`src/rtl/bpu_update_queue_if.sv`:
```
// Commit-side and predictor-update-side handshake bundle for the branch update queue.
// The queue attaches through 'slave'; the commit stage / predictor side uses 'master'.
interface bpu_update_queue_if #(
  parameter int COMMIT_WIDTH = 2,
  parameter int PLEN         = 32
);
  logic [COMMIT_WIDTH-1:0]           commit_valid_i;
  logic [COMMIT_WIDTH-1:0][PLEN-1:0] commit_pc_i;
  logic [COMMIT_WIDTH-1:0]           commit_is_cond_i;
  logic [COMMIT_WIDTH-1:0]           commit_taken_i;
  logic [COMMIT_WIDTH-1:0][PLEN-1:0] commit_target_i;
  logic                              commit_ready_o;

  logic                              update_valid_o;
  logic                              update_ready_i;
  logic [PLEN-1:0]                   update_pc_o;
  logic                              update_is_cond_o;
  logic                              update_taken_o;
  logic [PLEN-1:0]                   update_target_o;

  modport master (
    output commit_valid_i, commit_pc_i, commit_is_cond_i, commit_taken_i, commit_target_i,
    input  commit_ready_o,
    input  update_valid_o, update_pc_o, update_is_cond_o, update_taken_o, update_target_o,
    output update_ready_i
  );

  modport slave (
    input  commit_valid_i, commit_pc_i, commit_is_cond_i, commit_taken_i, commit_target_i,
    output commit_ready_o,
    output update_valid_o, update_pc_o, update_is_cond_o, update_taken_o, update_target_o,
    input  update_ready_i
  );
endinterface

```
`src/rtl/bpu_update_queue.sv`:
```
// In-order queue of resolved branch records: accepts up to COMMIT_WIDTH compacted
// records per cycle from commit and drains one per cycle into the predictor update port.
module bpu_update_queue #(
  parameter int COMMIT_WIDTH = 2,
  parameter int DEPTH        = 8,
  parameter int PLEN         = 32
) (
  input  logic                   clk_i,
  input  logic                   rst_i,
  bpu_update_queue_if.slave      bus,
  output logic [$clog2(DEPTH):0] count_o
);
  localparam int PTR_W = $clog2(DEPTH);
  localparam int CNT_W = PTR_W + 1;

  logic [PLEN-1:0] pc_mem     [DEPTH];
  logic [PLEN-1:0] target_mem [DEPTH];
  logic            cond_mem   [DEPTH];
  logic            taken_mem  [DEPTH];

  logic [PTR_W-1:0] wr_ptr_reg;
  logic [PTR_W-1:0] rd_ptr_reg;
  logic [CNT_W-1:0] count_reg;

  logic [CNT_W-1:0] free_slots;
  logic [CNT_W-1:0] push_cnt;
  logic [PTR_W-1:0] slot_addr [COMMIT_WIDTH];
  logic             push_en;
  logic             pop_en;

  // Each valid slot lands at wr_ptr plus the number of valid slots below it,
  // which squeezes out holes in sparse masks while keeping slot order.
  always_comb begin
    push_cnt = '0;
    for (int s = 0; s < COMMIT_WIDTH; s++) begin
      slot_addr[s] = wr_ptr_reg + push_cnt[PTR_W-1:0];
      push_cnt     = push_cnt + CNT_W'(bus.commit_valid_i[s]);
    end
  end

  // Ready only looks at registered occupancy, so a same-cycle pop never grants credit.
  assign free_slots         = CNT_W'(DEPTH) - count_reg;
  assign bus.commit_ready_o = free_slots >= CNT_W'(COMMIT_WIDTH);
  assign push_en            = bus.commit_ready_o;
  assign pop_en             = (count_reg != '0) && bus.update_ready_i;

  always_ff @(posedge clk_i or posedge rst_i) begin
    if (rst_i) begin
      for (int i = 0; i < DEPTH; i++) begin
        pc_mem[i]     <= '0;
        target_mem[i] <= '0;
        cond_mem[i]   <= 1'b0;
        taken_mem[i]  <= 1'b0;
      end
      wr_ptr_reg <= '0;
      rd_ptr_reg <= '0;
      count_reg  <= '0;
    end else begin
      if (push_en) begin
        for (int s = 0; s < COMMIT_WIDTH; s++) begin
          if (bus.commit_valid_i[s]) begin
            pc_mem[slot_addr[s]]     <= bus.commit_pc_i[s];
            target_mem[slot_addr[s]] <= bus.commit_target_i[s];
            cond_mem[slot_addr[s]]   <= bus.commit_is_cond_i[s];
            taken_mem[slot_addr[s]]  <= bus.commit_taken_i[s];
          end
        end
        wr_ptr_reg <= wr_ptr_reg + push_cnt[PTR_W-1:0];
      end
      if (pop_en) begin
        rd_ptr_reg <= rd_ptr_reg + PTR_W'(1);
      end
      count_reg <= count_reg + (push_en ? push_cnt : '0) - CNT_W'(pop_en);
    end
  end

  // Fields are stale whenever the queue is empty; consumers qualify with update_valid_o.
  assign bus.update_valid_o   = (count_reg != '0);
  assign bus.update_pc_o      = pc_mem[rd_ptr_reg];
  assign bus.update_target_o  = target_mem[rd_ptr_reg];
  assign bus.update_is_cond_o = cond_mem[rd_ptr_reg];
  assign bus.update_taken_o   = taken_mem[rd_ptr_reg];
  assign count_o              = count_reg;

  assert property (@(posedge clk_i) disable iff (rst_i) count_reg <= CNT_W'(DEPTH));
  assert property (@(posedge clk_i) disable iff (rst_i)
                   !bus.commit_ready_o |=> $stable(wr_ptr_reg));
endmodule

```
`src/flat_wrapper.sv`:
```
// flat-port wrapper written by rule: the top's interface ports become plain ports
module bpu_update_queue_flat 
#(
  parameter int COMMIT_WIDTH = 2,
  parameter int DEPTH        = 8,
  parameter int PLEN         = 32
)
  (clk_i, rst_i, count_o, bus_commit_valid_i, bus_commit_pc_i, bus_commit_is_cond_i, bus_commit_taken_i, bus_commit_target_i, bus_commit_ready_o, bus_update_valid_o, bus_update_pc_o, bus_update_is_cond_o, bus_update_taken_o, bus_update_target_o, bus_update_ready_i);
  bpu_update_queue_if #(.COMMIT_WIDTH(COMMIT_WIDTH), .PLEN(PLEN)) bus_i ();
  input  logic clk_i;
  input  logic rst_i;
  output logic [$clog2(DEPTH):0] count_o;
  input wire logic [$bits(bus_i.commit_valid_i)-1:0] bus_commit_valid_i;
  input wire logic [$bits(bus_i.commit_pc_i)-1:0] bus_commit_pc_i;
  input wire logic [$bits(bus_i.commit_is_cond_i)-1:0] bus_commit_is_cond_i;
  input wire logic [$bits(bus_i.commit_taken_i)-1:0] bus_commit_taken_i;
  input wire logic [$bits(bus_i.commit_target_i)-1:0] bus_commit_target_i;
  output wire logic [$bits(bus_i.commit_ready_o)-1:0] bus_commit_ready_o;
  output wire logic [$bits(bus_i.update_valid_o)-1:0] bus_update_valid_o;
  output wire logic [$bits(bus_i.update_pc_o)-1:0] bus_update_pc_o;
  output wire logic [$bits(bus_i.update_is_cond_o)-1:0] bus_update_is_cond_o;
  output wire logic [$bits(bus_i.update_taken_o)-1:0] bus_update_taken_o;
  output wire logic [$bits(bus_i.update_target_o)-1:0] bus_update_target_o;
  input wire logic [$bits(bus_i.update_ready_i)-1:0] bus_update_ready_i;
  assign bus_i.commit_valid_i = bus_commit_valid_i;
  assign bus_i.commit_pc_i = bus_commit_pc_i;
  assign bus_i.commit_is_cond_i = bus_commit_is_cond_i;
  assign bus_i.commit_taken_i = bus_commit_taken_i;
  assign bus_i.commit_target_i = bus_commit_target_i;
  assign bus_commit_ready_o = bus_i.commit_ready_o;
  assign bus_update_valid_o = bus_i.update_valid_o;
  assign bus_update_pc_o = bus_i.update_pc_o;
  assign bus_update_is_cond_o = bus_i.update_is_cond_o;
  assign bus_update_taken_o = bus_i.update_taken_o;
  assign bus_update_target_o = bus_i.update_target_o;
  assign bus_i.update_ready_i = bus_update_ready_i;
  bpu_update_queue #(.COMMIT_WIDTH(COMMIT_WIDTH), .DEPTH(DEPTH), .PLEN(PLEN)) u_core (.clk_i(clk_i), .rst_i(rst_i), .bus(bus_i), .count_o(count_o));
endmodule
```
`config.mk`:
```
export PLATFORM = sky130hd
export DESIGN_NAME = bpu_update_queue_flat
export DESIGN_NICKNAME = d
export VERILOG_FILES = /design/src/rtl/bpu_update_queue_if.sv /design/src/rtl/bpu_update_queue.sv /design/src/flat_wrapper.sv
export SDC_FILE = /design/constraint.sdc
export NUM_CORES = 2
export LEC_CHECK = 0
export ABC_AREA = 1
export CAP_MARGIN = 20
export CORE_MARGIN = 2
export CORE_UTILIZATION = 25
export CTS_BUF_LIST = sky130_fd_sc_hd__clkbuf_2 sky130_fd_sc_hd__clkbuf_4 sky130_fd_sc_hd__clkbuf_8
export CTS_CLUSTER_SIZE = 8
export DETAILED_ROUTE_END_ITERATION = 10
export PLACE_DENSITY = 0.47
export SYNTH_ARGS = -nofsm -noshare
export SYNTH_HDL_FRONTEND = slang
export SYNTH_SLANG_ARGS = --single-unit
export TNS_END_PERCENT = 100
```
`constraint.sdc`:
```
create_clock -name clk_i -period 16.45 [get_ports clk_i]
set_input_delay 2.4675 -clock clk_i [delete_from_list [all_inputs] [get_ports clk_i]]
set_output_delay 2.4675 -clock clk_i [all_outputs]
set_load 0.02 [all_outputs]
```
## Word level (Yosys, flattened, before mapping)

Cells that the tools add are included.

| storage, ports and cells | value |
|---|---|
| logic and storage cells | 96 |
| ROM bits | 0 |
| input port bits | 137 |
| output and inout bits | 72 |
| latch bits | 0 |
| memories kept | 0 |
| flip-flop bits (word level) | 538 |
| RAM bits | 0 |

| operators by class | value |
|---|---|
| bitwise logic cells | 3 |
| add/subtract/negate cells | 7 |
| div/mod/pow operators | 0 |
| mux-type cells | 41 |
| equal/unequal tests | 0 |
| reductions and logical operators | 4 |
| shift-type cells | 0 |
| order comparisons | 6 |
| $mul | 0 |

Operators by type and width:

| cell | count |
|---|---|
| $mux 256 | 6 |
| $bwmux 256 | 4 |
| $bmux 32 s3 | 2 |
| $demux 32 s3 | 2 |
| $mux 32 | 6 |
| $mux 8 | 6 |
| $bwmux 8 | 4 |
| $ge 4x4->1 const B | 3 |
| $not 3->4 | 3 |
| $lt 4x1->1 const B | 2 |
| $bmux 1 s3 | 2 |
| $demux 1 s3 | 2 |
| $mux 1 | 6 |
| $add 4x4->4 | 1 |
| $ge 4x2->1 const B | 1 |
| $mux 4 | 1 |
| $reduce_bool 4->1 | 1 |
| $sub 4x1->4 | 1 |
| $sub 4x4->4 const A | 1 |
| $add 3x1->3 | 1 |
| $add 3x1->3 const B | 1 |
| $add 3x3->3 | 1 |
| $logic_and 1x1->1 | 3 |
| $add 1x1->2 | 1 |

## Longest topological paths before layout

| depth | value |
|---|---|
| word-level depth | 10 |
| gate-level depth with buffers | 16 |

## Least setup slack after synthesis

No wires, ideal clock.

| timing path | value |
|---|---|
| path kind | reg2out |
| start | reg u_core.count_reg[0], in the netlist u_core.count_o[0] |
| end | out bus_commit_ready_o |
| cell stages (with the launch flop) | 9 |
| buffers on the path | 2 |
| arrival time | 1672 ps |
| path slack | 12310 ps |
| path through | dfrtp_1 > inv_1 > ha_1 > nor2_1 > nand2_1 > nor2_2 > nand3_1 > buf_2 > buf_2 |

| between the ends | value |
|---|---|
| longest elaborated chain between the ends | 2 |

Ends and longest elaborated chain:

| element | line | text |
|---|---|---|
| start: declaration | bpu_update_queue.sv:23 | `logic [CNT_W-1:0] count_reg;` |
| start signal: assignment | bpu_update_queue.sv:73 | `count_reg <= count_reg + (push_en ? push_cnt : '0) - CNT_W'(pop_en);` |
| $sub 4x4->4 | bpu_update_queue.sv:42 | `assign free_slots = CNT_W'(DEPTH) - count_reg;` |
| $ge 4x2->1 | bpu_update_queue.sv:43 | `assign bus.commit_ready_o = free_slots >= CNT_W'(COMMIT_WIDTH);` |
| end: declaration | flat_wrapper.sv:18 | `output wire logic [$bits(bus_i.commit_ready_o)-1:0] bus_commit_ready_o;` |

Every way passes these cells.

## Worst setup path in the final report

| timing path | value |
|---|---|
| start | reg u_core.rd_ptr_reg[0] |
| end | out bus_update_target_o[25] |

| between the ends | value |
|---|---|
| longest elaborated chain between the ends | 4 |

Ends and longest elaborated chain:

| element | line | text |
|---|---|---|
| start: declaration | bpu_update_queue.sv:22 | `logic [PTR_W-1:0] rd_ptr_reg;` |
| start signal: assignment | bpu_update_queue.sv:71 | `rd_ptr_reg <= rd_ptr_reg + PTR_W'(1);` |
| $not 3->4 (not written as such) | bpu_update_queue.sv:80 | `assign bus.update_target_o = target_mem[rd_ptr_reg];` |
| $bmux 32 s3 | bpu_update_queue.sv:80 |  |
| $mux 32 (not written as such) (2 in series) | bpu_update_queue.sv:80 |  |
| end: declaration | flat_wrapper.sv:23 | `output wire logic [$bits(bus_i.update_target_o)-1:0] bus_update_target_o;` |

Every way passes these cells. The select of a mux whose other input is x is not followed.

==> summary.txt <==
Status: finished, final reports clean
Die ar.: 0.157 mm²
Worst-path fanout max: 122
FF+latch count, synth: 538
Distinct cell type count after synthesis: 24
Sink Count: 538
Unrepaired setup endpoints after global routing: false
Routed WL: 198000 µm
Largest regs: u_core.pc_mem: 256 flops, u_core.target_mem: 256 flops
Post-Synthesis Cells: 5962
Cells after DPL: 7602
PwrDens: 263 mW/mm²
Hold Crit Class: reg -> reg
Final Slew Violations: 0
Setup crit start kind: flop
First-pass GRT wire length: 296000 µm
Hold buffer count at CTS: 0
CP required: 13980 ps
Ports: 209
Root buffer cell: clkbuf_8
Largest net degree at the start of global routing: 169
Worst slew margin: 19.4%
Initial antenna violation count: 14
Half-perimeter wire length after placement: 101000 µm
Slew @ Worst Pin: 1210 ps
Post-synth top area share: 35.0%
CP Class: reg -> out
Num CTS Buffers: 107
Htree depth: 3
Synth Net Count: 6114
Postcts setup bufs: 0
Resize count post-CTS: 0
Final #Nets: 5835
Drt wl/cell: 25.4 µm
Die X: 396 µm
Layout Utilization: 28.6%
Cell Area, Placed: 0.0411 mm²
Via Count: 45500
Synthesized area: 0.0385 mm²
Area delta synth->final: 13.3%
CTS tree: yes
Grt ovf: 0
Peak VDD IR: 0.000259 V
Final Hold Fails: 0
Area contributors post-synth: dfrtp_1 (35%), nand3_1 (21%), nand2_1 (18%), nand4_1 (8.6%), clkbuf_1 (3.5%)
Setup TNS: 0 ps
Post-synth top area cell: dfrtp_1
GPL Wtd Cong: 0.790
All-Layer GR Usage: 24.3%
DRT Pass-1 Iters: 5
Post-synthesis sequential area ratio: 35.0%
Primary FF master, synth: dfrtp_1
Clk buf depth: 3
Fmax achieved: 125 MHz
Core Region: 0.152 mm²
Tcrit/Tclk final: 48.4%
Starting density of the core: 25.2%
Number of synthesized flops with an enable pin: 0
Design area: 0.0436 mm²
Post-DRT Antenna Nets: 0
Vias per inst: 5.82
Tmin final: 7970 ps
Count leader, synth: nand2_1
Static leakage: 20.0 nW
CP arrival: 5500 ps
Max cap viols: 0
Vias in the first global route: 43900
Final Skew: 48.6 ps
# fillers: 16600
Rows: 143
Port bufs: 208
DRC Markers: 0
Avg Inst Size Synth: 6.45 µm²
Crit. End Element: primary output
Top post-synthesis cells by count: nand2_1 (1807), nand3_1 (1602), dfrtp_1 (538)
Die Span Y: 396 µm
Async SR Flop Fraction: 100%
Final setup viols: 0
Post-Layout Cell Count: 7810
Latest clock arrival within the worst-skew pair: 840 ps
Clock-pin slew on the worst setup and hold paths: 60 ps
Share of layout cells above drive strength 1: 5.85%
Reg2Reg Setup Slack: 11630 ps
DRT iter0 DRCs: 5308
Syn. warnings: 0
## area by class of cell
| class | instances | area [µm²] | share of cell area [%] |
|---|---|---|---|
| Clock inverter | 17 | 98.8 | 0.227 |
| Antenna cell | 6 | 15.0 | 0.0344 |
| Sequential cell | 538 | 13500 | 30.9 |
| Multi-Input combinational cell | 4645 | 21900 | 50.2 |
| Clock buffer | 183 | 2290 | 5.26 |
| Timing Repair Buffer | 295 | 2880 | 6.61 |
| Tap cell | 2030 | 2540 | 5.83 |
| Inverter | 96 | 389 | 0.893 |
## critical path, cell delays in order, from the launching register on
cell	delay (ps)
dfrtp_4	770
inv_8	710
buf_4	880
buf_4	830
o21ai_0	180
o22ai_1	160
nand2_1	70
nand2_1	230
clkdlybuf4s50_1	650
## layout by cell type (no fill, tap or decap), types with 3 or more instances in the layout
cell	Yosys	layout
nand2_1	1807	1798
nand3_1	1602	1593
dfrtp_1	538	535
nand4_1	529	529
nor2_1	275	268
o21ai_0	268	268
clkdlybuf4s50_1	0	208
clkbuf_8	0	147
o22ai_1	132	132
inv_1	87	83
buf_4	18	75
clkbuf_4	0	36
nor2_4	5	15
ha_1	13	13
clkinv_2	0	13
buf_12	0	11
nand3_4	0	9
nand2_4	0	9
inv_2	8	7
diode_2	0	6
inv_6	0	4
xnor2_1	3	3
dfrtp_4	0	3
## power breakdown
part / switching, mW / leakage [nW] / internal [mW]
logic: 5.07 / 12.2 / 2.11
clock network: 0.707 / 1.29 / 0.873
registers: 0.632 / 6.49 / 2.08
total: 6.41 / 20.0 / 5.06
## logic make-up after synthesis
| kind of cell | count (synthesis) | synth area share (%) |
|---|---|---|
| and+or+nand+nor | 4224 | 50.0 |
| buffers and inverters | 779 | 8.69 |
| DFF | 538 | 35.0 |
| AOI/OAI and AO/OA | 401 | 5.65 |
| adders and majority gates | 15 | 0.527 |
| xor gates and xnor gates | 5 | 0.114 |
## metal layers
metal / GRT usage, % / part of all wire (%) / up-vias
met2: 37.9 / 45 / 2466
li1: - / - / 19900
met5: 0 / 0.043 / -
met3: 4.18 / 8.5 / 414
met1: 33.4 / 43 / 22600
met4: 9.36 / 3.3 / 14
## path summary, 6_finish.rpt
check                      depth (start not counted)                 endpoint                   start
setup / recovery                                   8  bus_update_target_o[25]    u_core.rd_ptr_reg[0]
hold / removal                                     2   u_core.target_mem[193]  u_core.target_mem[193]
setup reg to reg                                  10       u_core.pc_mem[227]       u_core.count_o[0]
hold reg to reg                                    2   u_core.target_mem[193]  u_core.target_mem[193]
max in group asynchronous                          5       u_core.pc_mem[166]                   rst_i
min in group asynchronous                          2    u_core.target_mem[65]                   rst_i
## metrics by stage
stage               total power [mW]  setup WS (ps)  hold WS (ps)
CTS                             11.4           8520           554
global route                    12.3           8280           573
detailed placement              9.77           9460           534
global placement                9.69           9460           533
finish                          11.5           8480           555
floorplan                       7.26           6670           516
No activity file was read; power rests on OpenSTA's default activity.
